==> config.mk <==
export PLATFORM = sky130hd
export DESIGN_NAME = execute_stage
export DESIGN_NICKNAME = d
export VERILOG_FILES = /design/src/rtl/execute_stage.sv
export SDC_FILE = /design/constraint.sdc
export NUM_CORES = 1
export LEC_CHECK = 0
export ABC_AREA = 1
export CORE_MARGIN = 1.5
export CORE_UTILIZATION = 40
export DETAILED_ROUTE_END_ITERATION = 8
export PLACE_DENSITY = 0.72
export SKIP_LAST_GASP = 1
export SLEW_MARGIN = 20
export SYNTH_ARGS = -nofsm -noshare
export SYNTH_HDL_FRONTEND = slang
export SYNTH_SLANG_ARGS = --single-unit
==> constraint.sdc <==
create_clock -name clk -period 2.6 [get_ports clk]
set_input_delay 0.52 -clock clk [delete_from_list [all_inputs] [get_ports clk]]
set_output_delay 0.52 -clock clk [all_outputs]
set_load 0.05 [all_outputs]
==> src/rtl/execute_stage.sv <==
// EX stage of a 5-stage MIPS pipeline: operand select, ALU, branch-target add, dest select,
// an iterative shift-add multiplier that stalls upstream, and the EX/MEM output register.
module execute_stage #(
    parameter int MUL_EN   = 1,
    parameter int MUL_BITS = 32
) (
    input  logic        clk,
    input  logic        rst,
    input  logic [1:0]  wb_ctl,
    input  logic [2:0]  m_ctl,
    input  logic        regdst,
    input  logic        alusrc,
    input  logic [1:0]  aluop,
    input  logic [31:0] npc,
    input  logic [31:0] rdata1,
    input  logic [31:0] rdata2,
    input  logic [31:0] sign_ext,
    input  logic [4:0]  instr_2016,
    input  logic [4:0]  instr_1511,
    input  logic        flush,
    output logic        stall,
    output logic [1:0]  wb_ctlout,
    output logic        branch,
    output logic        memread,
    output logic        memwrite,
    output logic [31:0] EX_MEM_NPC,
    output logic        zero,
    output logic [31:0] alu_result,
    output logic [31:0] rdata2out,
    output logic [4:0]  five_bit_muxout
);

    localparam int DATA_W = 32;
    localparam int CNT_W  = $clog2(MUL_BITS + 1);
    localparam logic [CNT_W-1:0] CNT_LAST = CNT_W'(MUL_BITS - 1);

    localparam logic [5:0] FN_SUB = 6'b100010;
    localparam logic [5:0] FN_AND = 6'b100100;
    localparam logic [5:0] FN_OR  = 6'b100101;
    localparam logic [5:0] FN_SLT = 6'b101010;
    localparam logic [5:0] FN_MUL = 6'b011000;

    typedef enum logic [1:0] {IDLE, BUSY, DONE} state_t;

    state_t state_q, state_d;

    logic [DATA_W-1:0] mcand_q, mcand_d;
    logic [DATA_W-1:0] mplier_q, mplier_d;
    logic [DATA_W-1:0] acc_q, acc_d;
    logic [CNT_W-1:0]  cnt_q, cnt_d;

    logic [1:0]        wb_ctl_q, wb_ctl_d;
    logic              branch_q, branch_d;
    logic              memread_q, memread_d;
    logic              memwrite_q, memwrite_d;
    logic [DATA_W-1:0] npc_q, npc_d;
    logic              zero_q, zero_d;
    logic [DATA_W-1:0] alu_q, alu_d;
    logic [DATA_W-1:0] rdata2_q, rdata2_d;
    logic [4:0]        dest_q, dest_d;

    logic [DATA_W-1:0]        op_b;
    logic signed [DATA_W-1:0] op_a_s;
    logic signed [DATA_W-1:0] op_b_s;
    logic [DATA_W-1:0]        target;
    logic [DATA_W-1:0]        alu_res;
    logic [DATA_W-1:0]        res_sel;
    logic [5:0]               funct;
    logic [4:0]               dest;
    logic                     is_mul;
    logic                     capture;

    always_comb begin
        op_b    = alusrc ? sign_ext : rdata2;
        op_a_s  = $signed(rdata1);
        op_b_s  = $signed(op_b);
        target  = npc + {sign_ext[DATA_W-3:0], 2'b00};
        dest    = regdst ? instr_1511 : instr_2016;
        funct   = sign_ext[5:0];
        is_mul  = (MUL_EN != 0) && (aluop == 2'b10) && (funct == FN_MUL);
        alu_res = rdata1 + op_b;
        case (aluop)
            2'b01: alu_res = rdata1 - op_b;
            2'b10: begin
                case (funct)
                    FN_SUB:  alu_res = rdata1 - op_b;
                    FN_AND:  alu_res = rdata1 & op_b;
                    FN_OR:   alu_res = rdata1 | op_b;
                    FN_SLT:  alu_res = (op_a_s < op_b_s) ? DATA_W'(1) : '0;
                    default: alu_res = rdata1 + op_b;
                endcase
            end
            default: alu_res = rdata1 + op_b;
        endcase
    end

    // Multiply sequencer: IDLE loads operands, BUSY runs one bit per cycle, DONE retires.
    always_comb begin
        state_d  = state_q;
        mcand_d  = mcand_q;
        mplier_d = mplier_q;
        acc_d    = acc_q;
        cnt_d    = cnt_q;
        capture  = 1'b0;
        res_sel  = alu_res;
        stall    = 1'b0;
        case (state_q)
            IDLE: begin
                if (is_mul) begin
                    stall = !flush;
                    if (!flush) begin
                        mcand_d  = rdata1;
                        mplier_d = op_b;
                        acc_d    = '0;
                        cnt_d    = '0;
                        state_d  = BUSY;
                    end
                end else begin
                    capture = !flush;
                end
            end
            BUSY: begin
                stall = 1'b1;
                if (mplier_q[0]) begin
                    acc_d = acc_q + mcand_q;
                end
                mcand_d  = mcand_q << 1;
                mplier_d = mplier_q >> 1;
                cnt_d    = cnt_q + CNT_W'(1);
                if (flush) begin
                    state_d = IDLE;
                end else if (cnt_q == CNT_LAST) begin
                    state_d = DONE;
                end
            end
            DONE: begin
                capture = !flush;
                res_sel = acc_q;
                state_d = IDLE;
            end
            default: state_d = IDLE;
        endcase
        // Held low during reset even if a MUL is sitting on the inputs.
        stall = stall & rst;
    end

    always_comb begin
        wb_ctl_d   = '0;
        branch_d   = 1'b0;
        memread_d  = 1'b0;
        memwrite_d = 1'b0;
        npc_d      = '0;
        zero_d     = 1'b0;
        alu_d      = '0;
        rdata2_d   = '0;
        dest_d     = '0;
        if (capture) begin
            wb_ctl_d   = wb_ctl;
            branch_d   = m_ctl[2];
            memread_d  = m_ctl[1];
            memwrite_d = m_ctl[0];
            npc_d      = target;
            zero_d     = (res_sel == '0);
            alu_d      = res_sel;
            rdata2_d   = rdata2;
            dest_d     = dest;
        end
    end

    // EX/MEM boundary
    always_ff @(posedge clk or negedge rst) begin
        if (!rst) begin
            state_q    <= IDLE;
            mcand_q    <= '0;
            mplier_q   <= '0;
            acc_q      <= '0;
            cnt_q      <= '0;
            wb_ctl_q   <= '0;
            branch_q   <= 1'b0;
            memread_q  <= 1'b0;
            memwrite_q <= 1'b0;
            npc_q      <= '0;
            zero_q     <= 1'b0;
            alu_q      <= '0;
            rdata2_q   <= '0;
            dest_q     <= '0;
        end else begin
            state_q    <= state_d;
            mcand_q    <= mcand_d;
            mplier_q   <= mplier_d;
            acc_q      <= acc_d;
            cnt_q      <= cnt_d;
            wb_ctl_q   <= wb_ctl_d;
            branch_q   <= branch_d;
            memread_q  <= memread_d;
            memwrite_q <= memwrite_d;
            npc_q      <= npc_d;
            zero_q     <= zero_d;
            alu_q      <= alu_d;
            rdata2_q   <= rdata2_d;
            dest_q     <= dest_d;
        end
    end

    assign wb_ctlout       = wb_ctl_q;
    assign branch          = branch_q;
    assign memread         = memread_q;
    assign memwrite        = memwrite_q;
    assign EX_MEM_NPC      = npc_q;
    assign zero            = zero_q;
    assign alu_result      = alu_q;
    assign rdata2out       = rdata2_q;
    assign five_bit_muxout = dest_q;

endmodule

==> Flow_metrics.wiki <==
{| class="wikitable"
! Metric !! Value
|-
| Outcome || finished with violations
|-
| Failing checks || hold timing, setup timing
|-
| Worst Setup Path Type || input port to flop
|-
| Primary FF master, synth || sky130_fd_sc_hd__dfrtp_1
|-
| Commonest cells in the synthesized netlist || 935 x sky130_fd_sc_hd__nand2_1, 514 x sky130_fd_sc_hd__inv_1, 284 x sky130_fd_sc_hd__nor2_1
|-
| Final Slew Violations || 0
|-
| Adder-cell area share of the yosys netlist || 10.7%
|-
| Number of max-cap violations || 0
|-
| DIE AREA || 49,800 um^2
|-
| DIE HEIGHT || 223 um
|-
| Max incr delay on CP || 0.38 ns
|-
| Transition at the pin with the smallest max-transition slack || 0.689 ns
|-
| Sw Ratio || 41.0%
|-
| Number of antenna violations at the first check in global routing || 2
|-
| Fin Setup TNS || -0.664 ns
|-
| Sequential share of power || 23.9%
|-
| Required time at the endpoint of the critical path || 3.08 ns
|-
| Fraction of the cycle the final worst path needs || 109%
|-
| Fraction of the yosys area taken by sequential cells || 27.3%
|-
| Initial DRC count || 1,640
|-
| Cell with the most instances after synthesis || sky130_fd_sc_hd__nand2_1
|-
| Unrepaired setup endpoints after global routing || true
|-
| Minimum period implied by the final worst setup slack || 2.84 ns
|-
| Initial Utilization || 40.6%
|-
| Bufs and invs on worst path || 12
|-
| Die Span X || 223 um
|-
| Library cell with the largest summed area after synthesis || sky130_fd_sc_hd__dfrtp_1
|-
| Average cell area after synthesis || 6.29 um^2
|-
| Achievable clock frequency || 352 MHz
|-
| Worst-path maximum fanout || 7
|-
| Global-route wire length before repair || 128,000 um
|-
| Global routing usage summed across all routing layers || 32.8%
|-
| XOR/XNOR Fraction of Synth Area || 0.859%
|-
| Net count after synthesis || 3,394
|-
| Reg2reg start || mcand_q[0]
|-
| Synth Area in Simple Gates || 32.1%
|-
| R2r setup slk || 0.05 ns
|-
| # rows || 80
|-
| Via count normalized by instance count || 5.23
|-
| Seq. cell area || 5280 um^2
|-
| Number of failing setup endpoints in the final timing report || 8
|-
| Routed length per instance || 18.4 um
|-
| Slowest stage cell on the critical path || sky130_fd_sc_hd__ha_4
|-
| Clock tree from TritonCTS || done
|-
| Total Power || 15.9 mW
|-
| Clock buffers created by TritonCTS || 26
|-
| 1st-pass router iterations || 6
|-
| Ranking of synthesized cells by area || sky130_fd_sc_hd__dfrtp_1 27%, sky130_fd_sc_hd__nand2_1 18%, sky130_fd_sc_hd__ha_1 10%
|-
| Post-Syn Instances || 3,080
|-
| Routability congestion estimate || 1.04
|-
| Worst clock skew || 0.0259 ns
|-
| Flip-flop and latch count after synthesis || 211
|-
| Via count of the first global-routing pass || 23,500
|-
| Sum of overflow across all layers after global routing || 0
|-
| Clk Tree Root Cell || sky130_fd_sc_hd__clkbuf_16
|-
| Worst path top cell family by delay || buffers and inverters
|-
| Internal power consumption || 9.38 mW
|-
| Share of layout cells above drive strength 1 || 34.9%
|-
| Syn-to-layout area delta || 63.4%
|-
| Clk pwr share || 23.9%
|-
| Sum of net half-perimeters after detailed placement || 63,900 um
|-
| Max_slew headroom || 54.1%
|-
| Placeable core region || 47,700 um^2
|-
| Number of top-level pins || 258
|-
| Multiplexer area fraction after synthesis || 0%
|-
| Complex-gate fraction of the synthesized area || 16.1%
|-
| Leakage power || 16.3 nW
|-
| Layout fillers || 3,915
|-
| Setup slack after layout || -0.241 ns
|-
| Power density of the placed cells || 502 nW/um^2
|-
| Clock input transition at the sequential cells of the worst setup and hold paths || 0.06 ns
|-
| Number of input and output port buffers inserted || 257
|-
| Synth warnings || 0
|-
| Type of element launching the critical path || input port
|-
| Number of library cell types mapped by synthesis || 58
|-
| Count of antenna-violating nets left after detailed routing || 0
|-
| Latest clock arrival within the worst-skew pair || 0.58 ns
|-
| Cell area after synthesis || 19,400 um^2
|-
| Total Wirelength || 83,900 um
|-
| Combined area of the multi-input logic cells || 14,600 um^2
|-
| Type of element capturing the critical path || flop
|-
| Hold WS || -0.0573 ns
|-
| Inst Count DP || 4,407
|-
| Part of the total power dissipated in combinational logic || 52.2%
|-
| Number of cells on the worst reg-to-reg path || 15
|-
| Worst min-delay path category || input port to asynchronous set/reset pin
|-
| Clock Tree Buf Depth || 3
|-
| RR Endpoint || acc_q[20]
|-
| Crit path DAT || 3.32 ns
|-
| Number of standard cells in the layout, taps in and fillers out || 4,562
|-
| Peak ir drop on the vdd network || 0.000556 V
|-
| Share of synthesized flip-flops with an asynchronous set or reset || 100%
|-
| Final hold vios || 26
|-
| Pin count of the biggest net entering global routing || 110
|-
| Pre-CTS worst setup slack || -1.48 ns
|-
| Finished Core Util || 66.3%
|-
| Dominant combinational cell family by area after synthesis || simple AND/OR/NAND/NOR gates
|-
| Nets@finish || 4,241
|-
| CTS HTree Levels || 1
|-
| Sw Pwr || 6.51 mW
|-
| Count of flip-flops with a built-in enable after synthesis || 0
|-
| Via count || 23,900
|-
| Clock tree sinks || 211
|-
| DRC Markers || 0
|-
| Area share of the largest cell type after synthesis || 27.3%
|}
==> stage by stage <==
| stage | cell area, um^2 | hold WS, ns |
|---|---|---|
| 2_1_floorplan | 19500 | 0.224 |
| 3_3_place_gp | 26700 | 0.474 |
| 3_5_place_dp | 26700 | 0.487 |
| 4_1_cts | 30200 | 0.0296 |
| 5_1_grt | 31600 | 0.0395 |
| 6_report | 31600 | -0.0573 |
==> routing by layer <==
metal / GRT usage [%] / share of wire (%) / up-vias
li1: - / - / 11500
met4: 15.2 / 5.4 / 2
met2: 55.3 / 46 / 966
met1: 40.9 / 40 / 11200
met3: 5.53 / 8.1 / 233
met5: 0 / 0.011 / -
==> cell families after synthesis <==
family	Yosys count
compound gates	547
xor+xnor	19
fa+ha+maj	164
buf+inv	627
flops	211
simple gates	1512
==> final cells by class <==
| cell class | instances | area share (%) |
|---|---|---|
| well taps | 615 | 2.43 |
| inverters | 525 | 6.30 |
| diodes | 1 | 0.00791 |
| repair buffers | 921 | 25.5 |
| clock inverters | 13 | 0.490 |
| multi-input cells | 2242 | 46.3 |
| flip-flops and latches | 211 | 16.7 |
| clock buffers | 34 | 2.31 |
==> worst reg2reg max path: stages, from the launching register on <==
cell	delay, ns
sky130_fd_sc_hd__dfrtp_1	0.39
sky130_fd_sc_hd__ha_2	0.21
sky130_fd_sc_hd__fa_2	0.42
sky130_fd_sc_hd__buf_4	0.16
sky130_fd_sc_hd__a21oi_4	0.13
sky130_fd_sc_hd__o21bai_1	0.12
sky130_fd_sc_hd__nand2_1	0.09
sky130_fd_sc_hd__nand2_1	0.09
sky130_fd_sc_hd__nand2_1	0.08
sky130_fd_sc_hd__nand2_1	0.09
sky130_fd_sc_hd__nand3_1	0.08
sky130_fd_sc_hd__o211ai_1	0.12
sky130_fd_sc_hd__buf_4	0.17
sky130_fd_sc_hd__a21oi_1	0.13
sky130_fd_sc_hd__o21ai_0	0.12
sky130_fd_sc_hd__nand2_1	0.07
==> registers in the layout, indices dropped and copies added, names as in the netlist <==
name	cells
mplier_q	32
EX_MEM_NPC	32
alu_result	32
state_q	2
branch	1
memread	1
memwrite	1
acc_q	32
cnt_q	6
zero	1
wb_ctlout	2
rdata2out	32
five_bit_muxout	5
mcand_q	32
==> worst max-delay path by stage <==
stage,startpoint,to,cells after the start
after floorplan,alusrc,zero,24
after global placement,sign_ext[20],zero,24
after detailed placement,sign_ext[20],zero,24
after CTS,alusrc,zero,25
after global routing,alusrc,alu_result[22],28
final,alusrc,alu_result[22],28
==> power by group through the flow <==
stage	clock network (mW)	logic (mW)	registers (mW)
floorplan	0	3.20	4.36
global placement	0	6.67	3.83
detailed placement	0	6.72	3.84
CTS	3.86	7.59	3.79
global route	4.01	8.92	3.83
finish	3.80	8.29	3.79
==> layout by cell type (no fill, tap or decap), types with 6 or more instances in the layout <==
cell type / synthesis / layout
sky130_fd_sc_hd__ha_1: 160 / 106
sky130_fd_sc_hd__o22ai_1: 12 / 12
sky130_fd_sc_hd__buf_4: 7 / 588
sky130_fd_sc_hd__nand3_4: 0 / 15
sky130_fd_sc_hd__nand3_2: 6 / 32
sky130_fd_sc_hd__o211ai_1: 36 / 36
sky130_fd_sc_hd__o21ai_1: 11 / 26
sky130_fd_sc_hd__buf_12: 0 / 28
sky130_fd_sc_hd__nor2_2: 16 / 47
sky130_fd_sc_hd__clkdlybuf4s50_1: 0 / 181
sky130_fd_sc_hd__a31oi_1: 50 / 50
sky130_fd_sc_hd__o21bai_1: 18 / 12
sky130_fd_sc_hd__dlygate4sd2_1: 0 / 61
sky130_fd_sc_hd__inv_4: 0 / 7
sky130_fd_sc_hd__nor2_4: 3 / 43
sky130_fd_sc_hd__xor2_1: 17 / 15
sky130_fd_sc_hd__ha_2: 0 / 15
sky130_fd_sc_hd__nor2_1: 284 / 213
sky130_fd_sc_hd__dfrtp_1: 211 / 211
sky130_fd_sc_hd__a21oi_2: 10 / 39
sky130_fd_sc_hd__clkinv_2: 0 / 8
sky130_fd_sc_hd__nand4_1: 29 / 29
sky130_fd_sc_hd__inv_2: 9 / 60
sky130_fd_sc_hd__buf_6: 12 / 46
sky130_fd_sc_hd__o31ai_1: 8 / 8
sky130_fd_sc_hd__o21ai_2: 3 / 19
sky130_fd_sc_hd__o21ai_4: 0 / 27
sky130_fd_sc_hd__nor3_2: 4 / 6
sky130_fd_sc_hd__a21oi_4: 0 / 26
sky130_fd_sc_hd__nand3_1: 194 / 153
sky130_fd_sc_hd__o21ai_0: 167 / 109
sky130_fd_sc_hd__inv_1: 514 / 455
sky130_fd_sc_hd__nand2_4: 0 / 55
sky130_fd_sc_hd__ha_4: 0 / 39
sky130_fd_sc_hd__nand3b_1: 7 / 7
sky130_fd_sc_hd__clkbuf_16: 0 / 27
sky130_fd_sc_hd__a21oi_1: 202 / 147
sky130_fd_sc_hd__nand2_1: 935 / 689
sky130_fd_sc_hd__nand2_2: 8 / 198
sky130_fd_sc_hd__nor3_1: 15 / 8
==> repair_timing <==
item / in CTS / in global routing
setup buffers: 67 / 40
hold buffers: 0 / 0
setup endpoints to repair: 49 / 48
gates resized for setup: 640 / 334
pin swaps: 226 / 219
gates cloned: 3 / 1
(Power assumes the default switching activity.)
